==> config.mk <==
export PLATFORM = sky130hd
export DESIGN_NAME = iic_xfer_seq
export DESIGN_NICKNAME = d
export VERILOG_FILES = /design/src/rtl/iic_xfer_pkg.sv /design/src/rtl/iic_xfer_seq.sv
export SDC_FILE = /design/constraint.sdc
export NUM_CORES = 1
export LEC_CHECK = 0
export CORE_ASPECT_RATIO = 0.8
export CORE_MARGIN = 2
export CORE_UTILIZATION = 48
export CTS_CLUSTER_SIZE = 12
export DETAILED_ROUTE_END_ITERATION = 12
export GPL_TIMING_DRIVEN = 0
export PLACE_DENSITY = 0.77
export SYNTH_ARGS = -nofsm -noshare
export SYNTH_HDL_FRONTEND = slang
export SYNTH_SLANG_ARGS = --single-unit
==> constraint.sdc <==
create_clock -name clk -period 2.44 [get_ports clk]
set_clock_uncertainty 0.2 [all_clocks]
set_input_delay 0.366 -clock clk [delete_from_list [all_inputs] [get_ports clk]]
set_output_delay 0.366 -clock clk [all_outputs]
set_load 0.02 [all_outputs]
==> src/rtl/iic_xfer_pkg.sv <==
// Shared definitions for the I2C transfer sequencer: FSM states, byte-engine
// command encoding and the default transfer length limit.
package iic_xfer_pkg;

    localparam int MAX_LEN_DEF = 16;

    typedef enum logic [2:0] {
        ST_IDLE  = 3'd0,
        ST_START = 3'd1,
        ST_ADDR  = 3'd2,
        ST_WR    = 3'd3,
        ST_RD    = 3'd4,
        ST_STOP  = 3'd5,
        ST_FIN   = 3'd6
    } xfer_state_e;

    typedef enum logic [2:0] {
        CMD_START     = 3'd0,
        CMD_WRITE     = 3'd1,
        CMD_READ_ACK  = 3'd2,
        CMD_READ_NACK = 3'd3,
        CMD_STOP      = 3'd4
    } be_cmd_e;

    function automatic logic req_len_legal(input logic [4:0] len, input int max_len);
        return (len != 5'd0) && (int'(len) <= max_len);
    endfunction

    // The final byte of a read is NACKed so the slave releases SDA before STOP
    function automatic be_cmd_e read_cmd(input logic [4:0] remaining);
        return (remaining == 5'd1) ? CMD_READ_NACK : CMD_READ_ACK;
    endfunction

endpackage

==> src/rtl/iic_xfer_seq.sv <==
// I2C transfer sequencer: turns one request into START / address / data / STOP
// commands for an external byte engine, one command outstanding at a time.
module iic_xfer_seq
    import iic_xfer_pkg::*;
#(
    parameter int MAX_LEN = MAX_LEN_DEF
) (
    input  logic       clk,
    input  logic       rst_n,
    input  logic       req_valid,
    output logic       req_ready,
    input  logic [6:0] req_addr,
    input  logic       req_rw,
    input  logic [4:0] req_len,
    input  logic       wdata_valid,
    output logic       wdata_ready,
    input  logic [7:0] wdata,
    output logic       rdata_valid,
    output logic [7:0] rdata,
    output logic       done,
    output logic       nack,
    output logic       err,
    output logic       busy,
    output logic       be_cmd_valid,
    input  logic       be_cmd_ready,
    output logic [2:0] be_cmd,
    output logic [7:0] be_txd,
    input  logic       be_rsp_valid,
    input  logic [7:0] be_rxd,
    input  logic       be_ack
);

    xfer_state_e state_r;
    be_cmd_e     cmd_r;
    logic [6:0]  addr_r;
    logic        rw_r;
    logic [4:0]  cnt_r;
    logic        wait_rsp_r;
    logic        cmd_valid_r;
    logic [7:0]  txd_r;
    logic        req_ready_r;
    logic        wdata_ready_r;
    logic        rdata_valid_r;
    logic [7:0]  rdata_r;
    logic        done_r;
    logic        nack_r;
    logic        err_r;
    logic        busy_r;
    logic        rsp_s;

    // A response counts only while a command has been accepted and not yet answered
    assign rsp_s = wait_rsp_r && be_rsp_valid;

    assign req_ready    = req_ready_r;
    assign wdata_ready  = wdata_ready_r;
    assign rdata_valid  = rdata_valid_r;
    assign rdata        = rdata_r;
    assign done         = done_r;
    assign nack         = nack_r;
    assign err          = err_r;
    assign busy         = busy_r;
    assign be_cmd_valid = cmd_valid_r;
    assign be_cmd       = cmd_r;
    assign be_txd       = txd_r;

    // Sequencer FSM: request intake, command handshake and response handling
    always_ff @(posedge clk or negedge rst_n) begin
        if (!rst_n) begin
            state_r       <= ST_IDLE;
            cmd_r         <= CMD_START;
            addr_r        <= 7'd0;
            rw_r          <= 1'b0;
            cnt_r         <= 5'd0;
            wait_rsp_r    <= 1'b0;
            cmd_valid_r   <= 1'b0;
            txd_r         <= 8'd0;
            req_ready_r   <= 1'b1;
            wdata_ready_r <= 1'b0;
            rdata_valid_r <= 1'b0;
            rdata_r       <= 8'd0;
            done_r        <= 1'b0;
            nack_r        <= 1'b0;
            err_r         <= 1'b0;
            busy_r        <= 1'b0;
        end else begin
            done_r        <= 1'b0;
            err_r         <= 1'b0;
            rdata_valid_r <= 1'b0;

            if (cmd_valid_r && be_cmd_ready) begin
                cmd_valid_r <= 1'b0;
                wait_rsp_r  <= 1'b1;
            end

            case (state_r)
                ST_IDLE: begin
                    if (req_valid && req_ready_r) begin
                        if (req_len_legal(req_len, MAX_LEN)) begin
                            addr_r      <= req_addr;
                            rw_r        <= req_rw;
                            cnt_r       <= req_len;
                            busy_r      <= 1'b1;
                            nack_r      <= 1'b0;
                            req_ready_r <= 1'b0;
                            state_r     <= ST_START;
                            cmd_valid_r <= 1'b1;
                            cmd_r       <= CMD_START;
                            txd_r       <= 8'd0;
                        end else begin
                            err_r  <= 1'b1;
                            done_r <= 1'b1;
                        end
                    end
                end

                ST_START: begin
                    if (rsp_s) begin
                        wait_rsp_r  <= 1'b0;
                        state_r     <= ST_ADDR;
                        cmd_valid_r <= 1'b1;
                        cmd_r       <= CMD_WRITE;
                        txd_r       <= {addr_r, rw_r};
                    end
                end

                ST_ADDR: begin
                    if (rsp_s) begin
                        wait_rsp_r <= 1'b0;
                        if (!be_ack) begin
                            nack_r      <= 1'b1;
                            state_r     <= ST_STOP;
                            cmd_valid_r <= 1'b1;
                            cmd_r       <= CMD_STOP;
                            txd_r       <= 8'd0;
                        end else if (rw_r) begin
                            state_r     <= ST_RD;
                            cmd_valid_r <= 1'b1;
                            cmd_r       <= read_cmd(cnt_r);
                            txd_r       <= 8'd0;
                        end else begin
                            state_r       <= ST_WR;
                            wdata_ready_r <= 1'b1;
                        end
                    end
                end

                ST_WR: begin
                    // wdata_ready and a pending response never overlap
                    if (wdata_ready_r && wdata_valid) begin
                        wdata_ready_r <= 1'b0;
                        cmd_valid_r   <= 1'b1;
                        cmd_r         <= CMD_WRITE;
                        txd_r         <= wdata;
                    end
                    if (rsp_s) begin
                        wait_rsp_r <= 1'b0;
                        if (!be_ack) begin
                            nack_r      <= 1'b1;
                            state_r     <= ST_STOP;
                            cmd_valid_r <= 1'b1;
                            cmd_r       <= CMD_STOP;
                            txd_r       <= 8'd0;
                        end else if (cnt_r == 5'd1) begin
                            cnt_r       <= 5'd0;
                            state_r     <= ST_STOP;
                            cmd_valid_r <= 1'b1;
                            cmd_r       <= CMD_STOP;
                            txd_r       <= 8'd0;
                        end else begin
                            cnt_r         <= cnt_r - 5'd1;
                            wdata_ready_r <= 1'b1;
                        end
                    end
                end

                ST_RD: begin
                    if (rsp_s) begin
                        wait_rsp_r    <= 1'b0;
                        rdata_valid_r <= 1'b1;
                        rdata_r       <= be_rxd;
                        cmd_valid_r   <= 1'b1;
                        txd_r         <= 8'd0;
                        if (cnt_r == 5'd1) begin
                            cnt_r   <= 5'd0;
                            state_r <= ST_STOP;
                            cmd_r   <= CMD_STOP;
                        end else begin
                            cnt_r <= cnt_r - 5'd1;
                            cmd_r <= read_cmd(cnt_r - 5'd1);
                        end
                    end
                end

                ST_STOP: begin
                    if (rsp_s) begin
                        wait_rsp_r <= 1'b0;
                        state_r    <= ST_FIN;
                        done_r     <= 1'b1;
                        busy_r     <= 1'b0;
                    end
                end

                ST_FIN: begin
                    state_r     <= ST_IDLE;
                    req_ready_r <= 1'b1;
                end

                default: begin
                    state_r       <= ST_IDLE;
                    cmd_valid_r   <= 1'b0;
                    wait_rsp_r    <= 1'b0;
                    wdata_ready_r <= 1'b0;
                    busy_r        <= 1'b0;
                    req_ready_r   <= 1'b1;
                end
            endcase
        end
    end

endmodule

# [Word level (Yosys, flattened, before mapping)]
# Index checks and enable logic that the tools add are counted.
[classes] addsub=1 order_cmp=1 eq_ne=21 mux=85 bitwise_logic=3 n_reduce_logical=26
[ops] operator="2-to-1 mux 8 bit" count=11
[ops] operator="2-to-1 mux 3 bit" count=23
[ops] operator="one-hot mux 8 bit (5 select lines)" count=1
[ops] operator="2-to-1 mux 1 bit" count=34
[ops] operator="2-to-1 mux 5 bit" count=6
[ops] operator="!= test 2 bit, second input constant" count=11
[ops] operator="one-hot mux 3 bit (6 select lines)" count=1
[ops] operator="one-hot mux 3 bit (5 select lines)" count=1
[ops] operator="one-hot mux 5 bit (3 select lines)" count=1
[ops] operator="OR reduction 5 bit" count=3
[ops] operator="AND reduction 7 bit" count=2
[ops] operator="== test 5 x 1 -> 1 bit, second input constant" count=2
[ops] operator="nonzero test 5 bit" count=2
[ops] operator="== test 3 bit, second input constant" count=3
[ops] operator="one-hot mux 1 bit (2 select lines)" count=4
[ops] operator="AND reduction 4 bit" count=2
[ops] operator="OR reduction 2 bit" count=4
[ops] operator="== test 3 x 2 -> 1 bit, second input constant" count=2
[ops] operator="one-hot mux 1 bit (3 select lines)" count=2
[ops] operator="AND reduction 3 bit" count=2
[ops] operator="AND reduction 6 bit" count=1
[ops] operator="less-or-equal comparator 5 bit, second input constant" count=1
[ops] operator="logical AND 1 bit" count=5
[ops] operator="one-hot mux 1 bit (5 select lines)" count=1
[ops] operator="10 further kinds" count=12
[totals] reg_bits=44 in_bits=36 output_inout_bits=27 wordCells=153

# [Longest topological paths before layout]
# Gate-level depths: netlist of the first run.
[logic_depth] depth_word=7 ltp_mapped=8

# [Least setup slack after synthesis of the first run]
# No wires, ideal clock.
[synth_timing] path_kind="register to register" from="reg cnt_r[1]" to="reg cmd_r[1], in the netlist be_cmd[1]" arrival_ns=1.761 t_required_ns=2.117 slack_ns=0.356 stages_incl_launch_ff=9 n_path_buf=1 period_less_slack_ns=2.084 path_cell_list="dfrtp_1 > inv_1 > ha_1 > or4b_4 > a21oi_4 > a21oi_2 > o211a_1 > buf_6 > o2bb2ai_1"
[synth_between] elab_chain_cells=5 word_cells_on_any_way=7 classes_between="eq/ne (1); mux (6)"
[synth_rtl] item="start: declaration" line="iic_xfer_seq.sv:37" source="logic [4:0] cnt_r;"
[synth_rtl] item="start signal: assignment" line="iic_xfer_seq.sv:101" source="cnt_r <= req_len;"
[synth_rtl] item="start signal: assignment" line="iic_xfer_seq.sv:170" source="cnt_r <= cnt_r - 5'd1;"
[synth_rtl] item="start signal: assignment" line="iic_xfer_seq.sv:188" source="cnt_r <= cnt_r - 5'd1;"
[synth_rtl] item="== test 5 x 1 -> 1 bit *" line="iic_xfer_seq.sv:163, iic_xfer_seq.sv:183"
[synth_rtl] item="2-to-1 mux 3 bit" line="iic_xfer_seq.sv:163" source="end else if (cnt_r == 5'd1) begin"
[synth_rtl] item="2-to-1 mux 3 bit" line="iic_xfer_seq.sv:157" source="if (!be_ack) begin"
[synth_rtl] item="2-to-1 mux 3 bit" line="iic_xfer_seq.sv:155" source="if (rsp_s) begin"
[synth_rtl] item="one-hot mux 3 bit (5 select lines) *" line="iic_xfer_seq.sv:95" source="case (state_r)"
[synth_rtl] item="end signal: assignment" line="iic_xfer_seq.sv:138" source="cmd_r <= read_cmd(cnt_r);"
[synth_rtl] item="end signal: assignment" line="iic_xfer_seq.sv:189" source="cmd_r <= read_cmd(cnt_r - 5'd1);"
[synth_rtl] item="end: declaration" line="iic_xfer_seq.sv:34" source="be_cmd_e cmd_r;"
# Mark *: on every way between the ends. The rest lies on a longest branch, timed or not. The select of a mux whose other input is x is not followed.
# A chain may end at the register's enable or synchronous reset.

# [Worst setup path after layout of the first run]
[layout_timing] from="in be_ack" to="reg cmd_r[2], in the netlist be_cmd[2]"
[layout_between] elab_chain_cells=3 word_cells_on_any_way=7 classes_between="eq/ne (1); mux (5); reduce/logical (1)"
[layout_rtl] item="start: declaration" line="iic_xfer_seq.sv:30" source="input logic be_ack"
[layout_rtl] item="2-to-1 mux 3 bit, on equally long branches" line="iic_xfer_seq.sv:157, iic_xfer_seq.sv:129"
[layout_rtl] item="2-to-1 mux 3 bit, on equally long branches" line="iic_xfer_seq.sv:155, iic_xfer_seq.sv:127"
[layout_rtl] item="one-hot mux 3 bit (5 select lines)" line="iic_xfer_seq.sv:95"
# Parallel ways exist; a longest one is shown, timed or not. The select of a mux whose other input is x is not followed.

==> impl_metrics.py, run 1 <==
metrics = {
    "outcome": {
        "outcome": "complete, no violations",
    },
    "synthesis": {
        "synth_fp_nets": 250,
        "synth_top_area_share": 0.464,
        "synth_flop_cell": "dfrtp_1",
        "ys_top_cells_by_count": "dfrtp_1 (43), mux2_2 (16), nor2_1 (13), nand2_1 (12)",
        "synth_edf_count": 0,
        "syn_inst": 211,
        "synth.area.top_cells": "dfrtp_1 (46%), mux2_2 (7.8%), buf_6 (3.9%)",
        "ys_ff_latch": 44,
        "synth.yosys.seq_area_share": 0.475,
        "ys_warn_count": 0,
        "synth_area_leader_cell": "dfrtp_1",
        "synth.avg_cell_area_um2": 11.0,
        "async_flop_share": 1.00,
        "yosysMostFrequentCell": "dfrtp_1",
        "syn_area_mm2": 0.00232,
        "synth.distinct_cells": 52,
    },
    "sta": {
        "fmax_ghz": 0.421,
        "grt_setup_unrepaired": "no",
        "fin_tns_setup_ps": 0,
        "slew_headroom": 0.550,
        "setup_slack_ps": 64.5,
        "setup_viol": 0,
        "timing.final.hold_violations": 0,
        "worst-slew-pin-transition_ps": 672,
        "drv_slew": 0,
        "layout_worst_path_cycle_share": 0.974,
        "period_minus_slack_ps": 2380,
    },
    "global_route": {
        "grt_usage": 0.226,
        "grt_pass1_vias": 1973,
        "grt_max_degree": 25,
        "grt-ovfl-total": 0,
        "grt_pass1_wl_um": 9320,
        "antenna_found_initial": 0,
    },
    "cells_and_area": {
        "area_delta_synth_final_pct": 35.8,
        "drive_gt1_frac": 0.170,
        "n_antenna_cell": 0,
        "multi_input_area_mm2": 0.00111,
        "nNetsFinal": 321,
        "register_area_mm2": 0.00110,
        "fillers": 387,
    },
    "setup_path": {
        "cp_top_family": "buffers and inverters",
        "cp_max_fo": 10,
        "rr_worst_depth": 8,
        "reg2reg_from": "cnt_r[1]",
        "cp_slowest_stage_delay_ps": 620,
        "cp_cell_sequence": "clkdlybuf4s50_1 -> nor4bb_1 -> nand2b_1 -> o211ai_1 -> buf_2 -> o21ai_0",
        "cp.arrival_ps": 2350,
        "reg2reg_to": "be_txd[4]",
        "crit_start": "be_ack",
        "required_ps": 2420,
        "worst_setup_path_end_kind": "flop",
        "cp-endpoint": "be_cmd[2]",
        "crit_slowest_cell": "clkdlybuf4s50_1",
        "path_buf_inv": 2,
        "crit_type": "input pin to flop",
        "rrSetupSlack_ps": 180,
        "worstSetupPathDepth": 6,
        "worstSetupStartpointType": "input pin",
    },
    "pwr": {
        "power.share.clock": 0.119,
        "p_per_area_mw_per_mm2": 1190,
        "max-vdd-ir-drop_mv": 0.694,
        "p_sw_w": 0.00155,
        "internal-power_w": 0.00220,
        "p_sw_frac": 0.414,
        "p_leak_nw": 1.30,
        "seqPwrFrac": 0.339,
        "combPwrFrac": 0.541,
    },
    "routing": {
        "route.detailed.drc": 0,
        "drt_first_pass_iters": 4,
        "avgRoutedWirePerCell_um": 16.7,
        "drt_iter0_drc": 76,
        "wirelength_um": 5720,
        "antenna_left": 0,
        "vias_per_cell": 5.59,
        "vias": 1911,
    },
    "min_path": {
        "worstHoldPathCells": 2,
        "min_path_type": "flop to flop",
        "min_from": "req_ready",
    },
    "floorplan": {
        "rows": 22,
        "io_pins": 63,
        "die_x_um": 81.7,
        "core_area_mm2": 0.00462,
        "die-area_mm2": 0.00541,
        "die_h_um": 66.2,
        "initial_core_util": 0.502,
    },
    "clock_network": {
        "cts_buffer_depth": 2,
        "cts.htree.levels": 2,
        "numClockSinks": 44,
        "cts_setup_buffers": 0,
        "clock_latency_ps": 290,
        "tritoncts": "yes",
        "cts-root-buf": "clkbuf_8",
        "clk_pin_slew_ps": 90,
        "cts_made_buffers": 5,
    },
    "placed_design": {
        "port-buffer-count": 62,
        "pre_cts_slack_ps": -338,
        "place_congestion": 0.868,
        "dp_hpwl_um": 4230,
    },
    "run": {
        "drv_cap": 0,
    },
}
[worst min path at each step]
stage | to | slack (ps)
3_3_place_gp | be_cmd[1] | 270
6_report | req_ready | 300
5_1_grt | req_ready | 310
4_1_cts | req_ready | 300
2_1_floorplan | addr_r[0] | -130
3_5_place_dp | done | 180
[cells in the final DEF (no fill, tap or decap), types with 5 or more instances in the layout]
cell type	Yosys	final
dfrtp_1	43	43
clkdlybuf4s50_1	0	61
inv_1	7	7
mux2_2	16	16
nor2b_1	6	6
buf_6	8	8
a22oi_1	11	11
o21ai_0	10	10
o2bb2ai_1	9	9
nor2_1	13	13
a21oi_1	11	11
nand2_1	12	12
clkbuf_8	0	5
[worst reg2reg max path: stages (launching register included)]
cell and delay [ps]:
dfrtp_1 410, inv_1 110, ha_1 160, or4b_4 520
a21oi_4 210, a21oi_2 40, o211a_1 220, buf_6 150
o2bb2ai_1 120
[routing by layer]
metal / up-vias / routed length [um] / share of wire / track usage
met5: - / 0 / 0 / 0
met3: 7 / 295 / 0.052 / 0.0478
met2: 65 / 2600 / 0.46 / 0.360
met4: 0 / 39 / 0.0068 / 0.0438
met1: 912 / 2780 / 0.49 / 0.319
li1: 927 / - / - / -
[power by group through the flow]
stage | sequential, W | clock [W] | combinational, W
final | 0.00127 | 0.000448 | 0.00203
after global routing | 0.00131 | 0.000488 | 0.00220
after floorplan | 0.00143 | 0 | 0.00114
after global placement | 0.00126 | 0 | 0.00196
after detailed placement | 0.00127 | 0 | 0.00201
after CTS | 0.00127 | 0.000450 | 0.00202
[sequential cells by signal (all words and copies together) (netlist names), 3 cells and up]
name     count
addr_r       7
be_cmd       3
be_txd       8
cnt_r        5
rdata        8
state_r      3
[final cells by class]
class                   instances  share of cell area
repair buffers                 64               0.207
multi-input cells             149               0.352
clock inverters                 2             0.00397
well taps                      60              0.0238
flip-flops and latches         44               0.350
plain buffers                  11              0.0333
inverters                       7             0.00834
clock buffers                   5              0.0218
[metrics by stage]
step                hold WS, ps  total power (W)  instance area, um2  std cells   util
floorplan                  -130          0.00257                2320        211      -
CTS                         296          0.00373                3140        342  0.678
detailed placement          178          0.00328                3040        334  0.657
global route                313          0.00400                3150        342  0.682
finish                      295          0.00376                3150        342  0.682
global placement            274          0.00322                3020        333  0.652
[repair_timing]
item | 4_1_cts | 5_1_grt
hold buffers | 1 | 0
setup endpoints to repair | 8 | 14
pin swaps | 0 | 0
gates cloned | 0 | 0
gates resized for setup | 1 | 3
endpoints found under the hold margin | 20 | 0
[kinds of logic (layout without fill, tap and decap cells)]
family                     count (synthesis)  in the layout  synth area share
adders and majority gates                  3              3            0.0162
and+or+nand+nor                           58             58             0.137
xor gates and xnor gates                   4              4            0.0151
DFF                                       44             44             0.475
buffers and inverters                     18             89            0.0566
muxes                                     17             17            0.0819
AOI/OAI and AO/OA                         67             67             0.218
Power figures use the tool's default switching activity.
==> inputs of run 2 (changes only) <==
--- a/config.mk
+++ b/config.mk
@@ -5,13 +5,16 @@
 export SDC_FILE = /design/constraint.sdc
 export NUM_CORES = 1
 export LEC_CHECK = 0
+export CELL_PAD_IN_SITES_DETAIL_PLACEMENT = 0
+export CELL_PAD_IN_SITES_GLOBAL_PLACEMENT = 1
 export CORE_ASPECT_RATIO = 0.8
 export CORE_MARGIN = 2
-export CORE_UTILIZATION = 48
+export CORE_UTILIZATION = 37
 export CTS_CLUSTER_SIZE = 12
 export DETAILED_ROUTE_END_ITERATION = 12
 export GPL_TIMING_DRIVEN = 0
-export PLACE_DENSITY = 0.77
+export PLACE_DENSITY = 0.76
+export SETUP_SLACK_MARGIN = 0.02
 export SYNTH_ARGS = -nofsm -noshare
 export SYNTH_HDL_FRONTEND = slang
 export SYNTH_SLANG_ARGS = --single-unit
==> impl_metrics.py, run 2 (synthesis gave the netlist of run 1 again) <==
metrics = {
    "outcome": {
        "outcome": "complete, no violations",
    },
    "global_route": {
        "antenna_found_initial": 0,
        "grt-ovfl-total": 0,
        "grt_max_degree": 31,
        "grt_pass1_vias": 1941,
        "grt_usage": 0.183,
        "grt_pass1_wl_um": 9880,
    },
    "sta": {
        "layout_worst_path_cycle_share": 0.946,
        "timing.final.hold_violations": 0,
        "timing.hold.ws_ps": 300,
        "slew_headroom": 0.551,
        "setup_viol": 0,
        "fmax_ghz": 0.433,
        "grt_setup_unrepaired": "no",
        "period_minus_slack_ps": 2310,
        "drv_slew": 0,
        "worst-slew-pin-transition_ps": 670,
    },
    "clock_network": {
        "cts_buffer_depth": 2,
        "cts-root-buf": "clkbuf_8",
        "numClockSinks": 44,
        "cts_made_buffers": 5,
        "clock_latency_ps": 300,
        "cts.htree.levels": 2,
        "tritoncts": "yes",
        "clk_pin_slew_ps": 100,
    },
    "setup_path": {
        "crit_type": "flop to flop",
        "worst_setup_path_end_kind": "flop",
        "crit_slowest_cell": "or4b_4",
        "cp.arrival_ps": 2290,
        "required_ps": 2420,
        "rrSetupSlack_ps": 130,
        "cp_max_fo": 10,
        "cp_cell_sequence": "inv_1 -> ha_1 -> or4b_4 -> a21oi_4 -> a21oi_2 -> o211a_1 -> buf_6 -> o2bb2ai_1",
        "worstSetupStartpointType": "flop",
        "cp_slowest_stage_delay_ps": 530,
    },
    "pwr": {
        "p_per_area_mw_per_mm2": 1210,
        "p_leak_nw": 1.32,
        "max-vdd-ir-drop_mv": 0.585,
    },
    "floorplan": {
        "die_h_um": 74.8,
        "io_pins": 63,
        "die-area_mm2": 0.00693,
        "initial_core_util": 0.388,
        "core_area_mm2": 0.00597,
        "die_x_um": 92.6,
        "rows": 25,
    },
    "min_path": {
        "min_path_type": "input pin to asynchronous set/reset pin",
    },
    "routing": {
        "avgRoutedWirePerCell_um": 16.2,
        "drt_iter0_drc": 109,
        "drt_first_pass_iters": 4,
        "wirelength_um": 5890,
        "vias": 1953,
        "route.detailed.drc": 0,
        "antenna_left": 0,
        "vias_per_cell": 5.37,
    },
    "cells_and_area": {
        "finalInstanceArea_mm2": 0.00322,
        "nNetsFinal": 321,
        "area_delta_synth_final_pct": 38.8,
        "post-route-util": 0.539,
        "n_antenna_cell": 0,
        "mostFrequentLayoutCells": "clkdlybuf4s50_1 (61), dfrtp_1 (43), mux2_2 (16), nor2_1 (13), nand2_1 (12)",
        "drive_gt1_frac": 0.177,
        "final_common_cell": "clkdlybuf4s50_1",
    },
    "placed_design": {
        "dpl_cell_area_mm2": 0.00306,
        "port-buffer-count": 62,
        "dp_hpwl_um": 4180,
        "place_congestion": 0.802,
    },
    "run": {
        "drv_cap": 0,
    },
}
run 2: cell types whose count changed in the layout (fill, tap and decap cells not counted):
cell and change:
buf_12 +1, buf_16 -1, bufinv_16 +1, clkinv_2 -1, clkinv_4 +2, clkinvlp_4 -1, nor4bb_1 -1, nor4bb_4 +1
run 2: per-layer routing:
metal  vias to the layer above  GRT usage  part of all wire
met5                         -          0                 0
met4                         0     0.0398            0.0061
met3                         5     0.0581             0.083
met2                        68      0.273              0.42
met1                       954      0.264              0.49
li1                        926          -                 -
run 2: final timing paths:
| kind | start | endpoint | depth (start not counted) |
|---|---|---|---|
| max | cnt_r[1] | be_txd[0] | 8 |
| min | rst_n | wait_rsp_r | 2 |
| max reg2reg | cnt_r[1] | be_txd[0] | 8 |
| min reg2reg | be_txd[7] | be_txd[7] | 1 |
| max in group asynchronous | rst_n | req_ready | 3 |
| min in group clk | be_txd[7] | be_txd[7] | 1 |
run 2: worst max-delay path, delay by kind of cell (launching register included):
kind	cells	cell delay (ps)
AOI/OAI and AO/OA	4	630
adders and majority gates	1	170
buffers and inverters	2	260
DFF	1	410
and+or+nand+nor	1	530
run 2: stage by stage:
| stage | cells | setup TNS (ps) | power (W) | setup slack, ps |
|---|---|---|---|---|
| floorplan | 211 | 0 | 0.00257 | 356 |
| global placement | 354 | -27860 | 0.00326 | -519 |
| detailed placement | 355 | -5980 | 0.00329 | -308 |
| CTS | 364 | 0 | 0.00390 | 140 |
| global route | 364 | 0 | 0.00420 | 27.2 |
| finish | 364 | 0 | 0.00390 | 133 |
run 2: area by class of cell:
type	count	area [um2]
multi-input combinational	149	1120
fill	547	2750
sequential	44	1100
tap	81	101
clock inverter	3	47.5
clock buffer	5	68.8
timing repair buffer	64	646
buffer	11	105
inverter	7	26.3
run 2: timing repair:
action,4_1_cts,5_1_grt
hold buffers,1,0
buffers inserted,0,0
endpoints found under the hold margin,14,0
endpoints found under the setup margin,11,6
gates resized for setup,3,3
run 2: where the power goes:
part	switching [W]	internal (W)	total [W]
Sequential	0.000233	0.00104	0.00127
Combinational	0.00107	0.000979	0.00205
Clock	0.000272	0.000309	0.000581
Total	0.00157	0.00232	0.00390
==> inputs of run 3 (changes only) <==
--- a/config.mk
+++ b/config.mk
@@ -15,6 +15,7 @@
 export GPL_TIMING_DRIVEN = 0
 export PLACE_DENSITY = 0.76
 export SETUP_SLACK_MARGIN = 0.02
+export SKIP_LAST_GASP = 1
 export SYNTH_ARGS = -nofsm -noshare
 export SYNTH_HDL_FRONTEND = slang
 export SYNTH_SLANG_ARGS = --single-unit
==> results of run 3 <==
No change in the layout: final DEF, timing and power equal those of run 2.
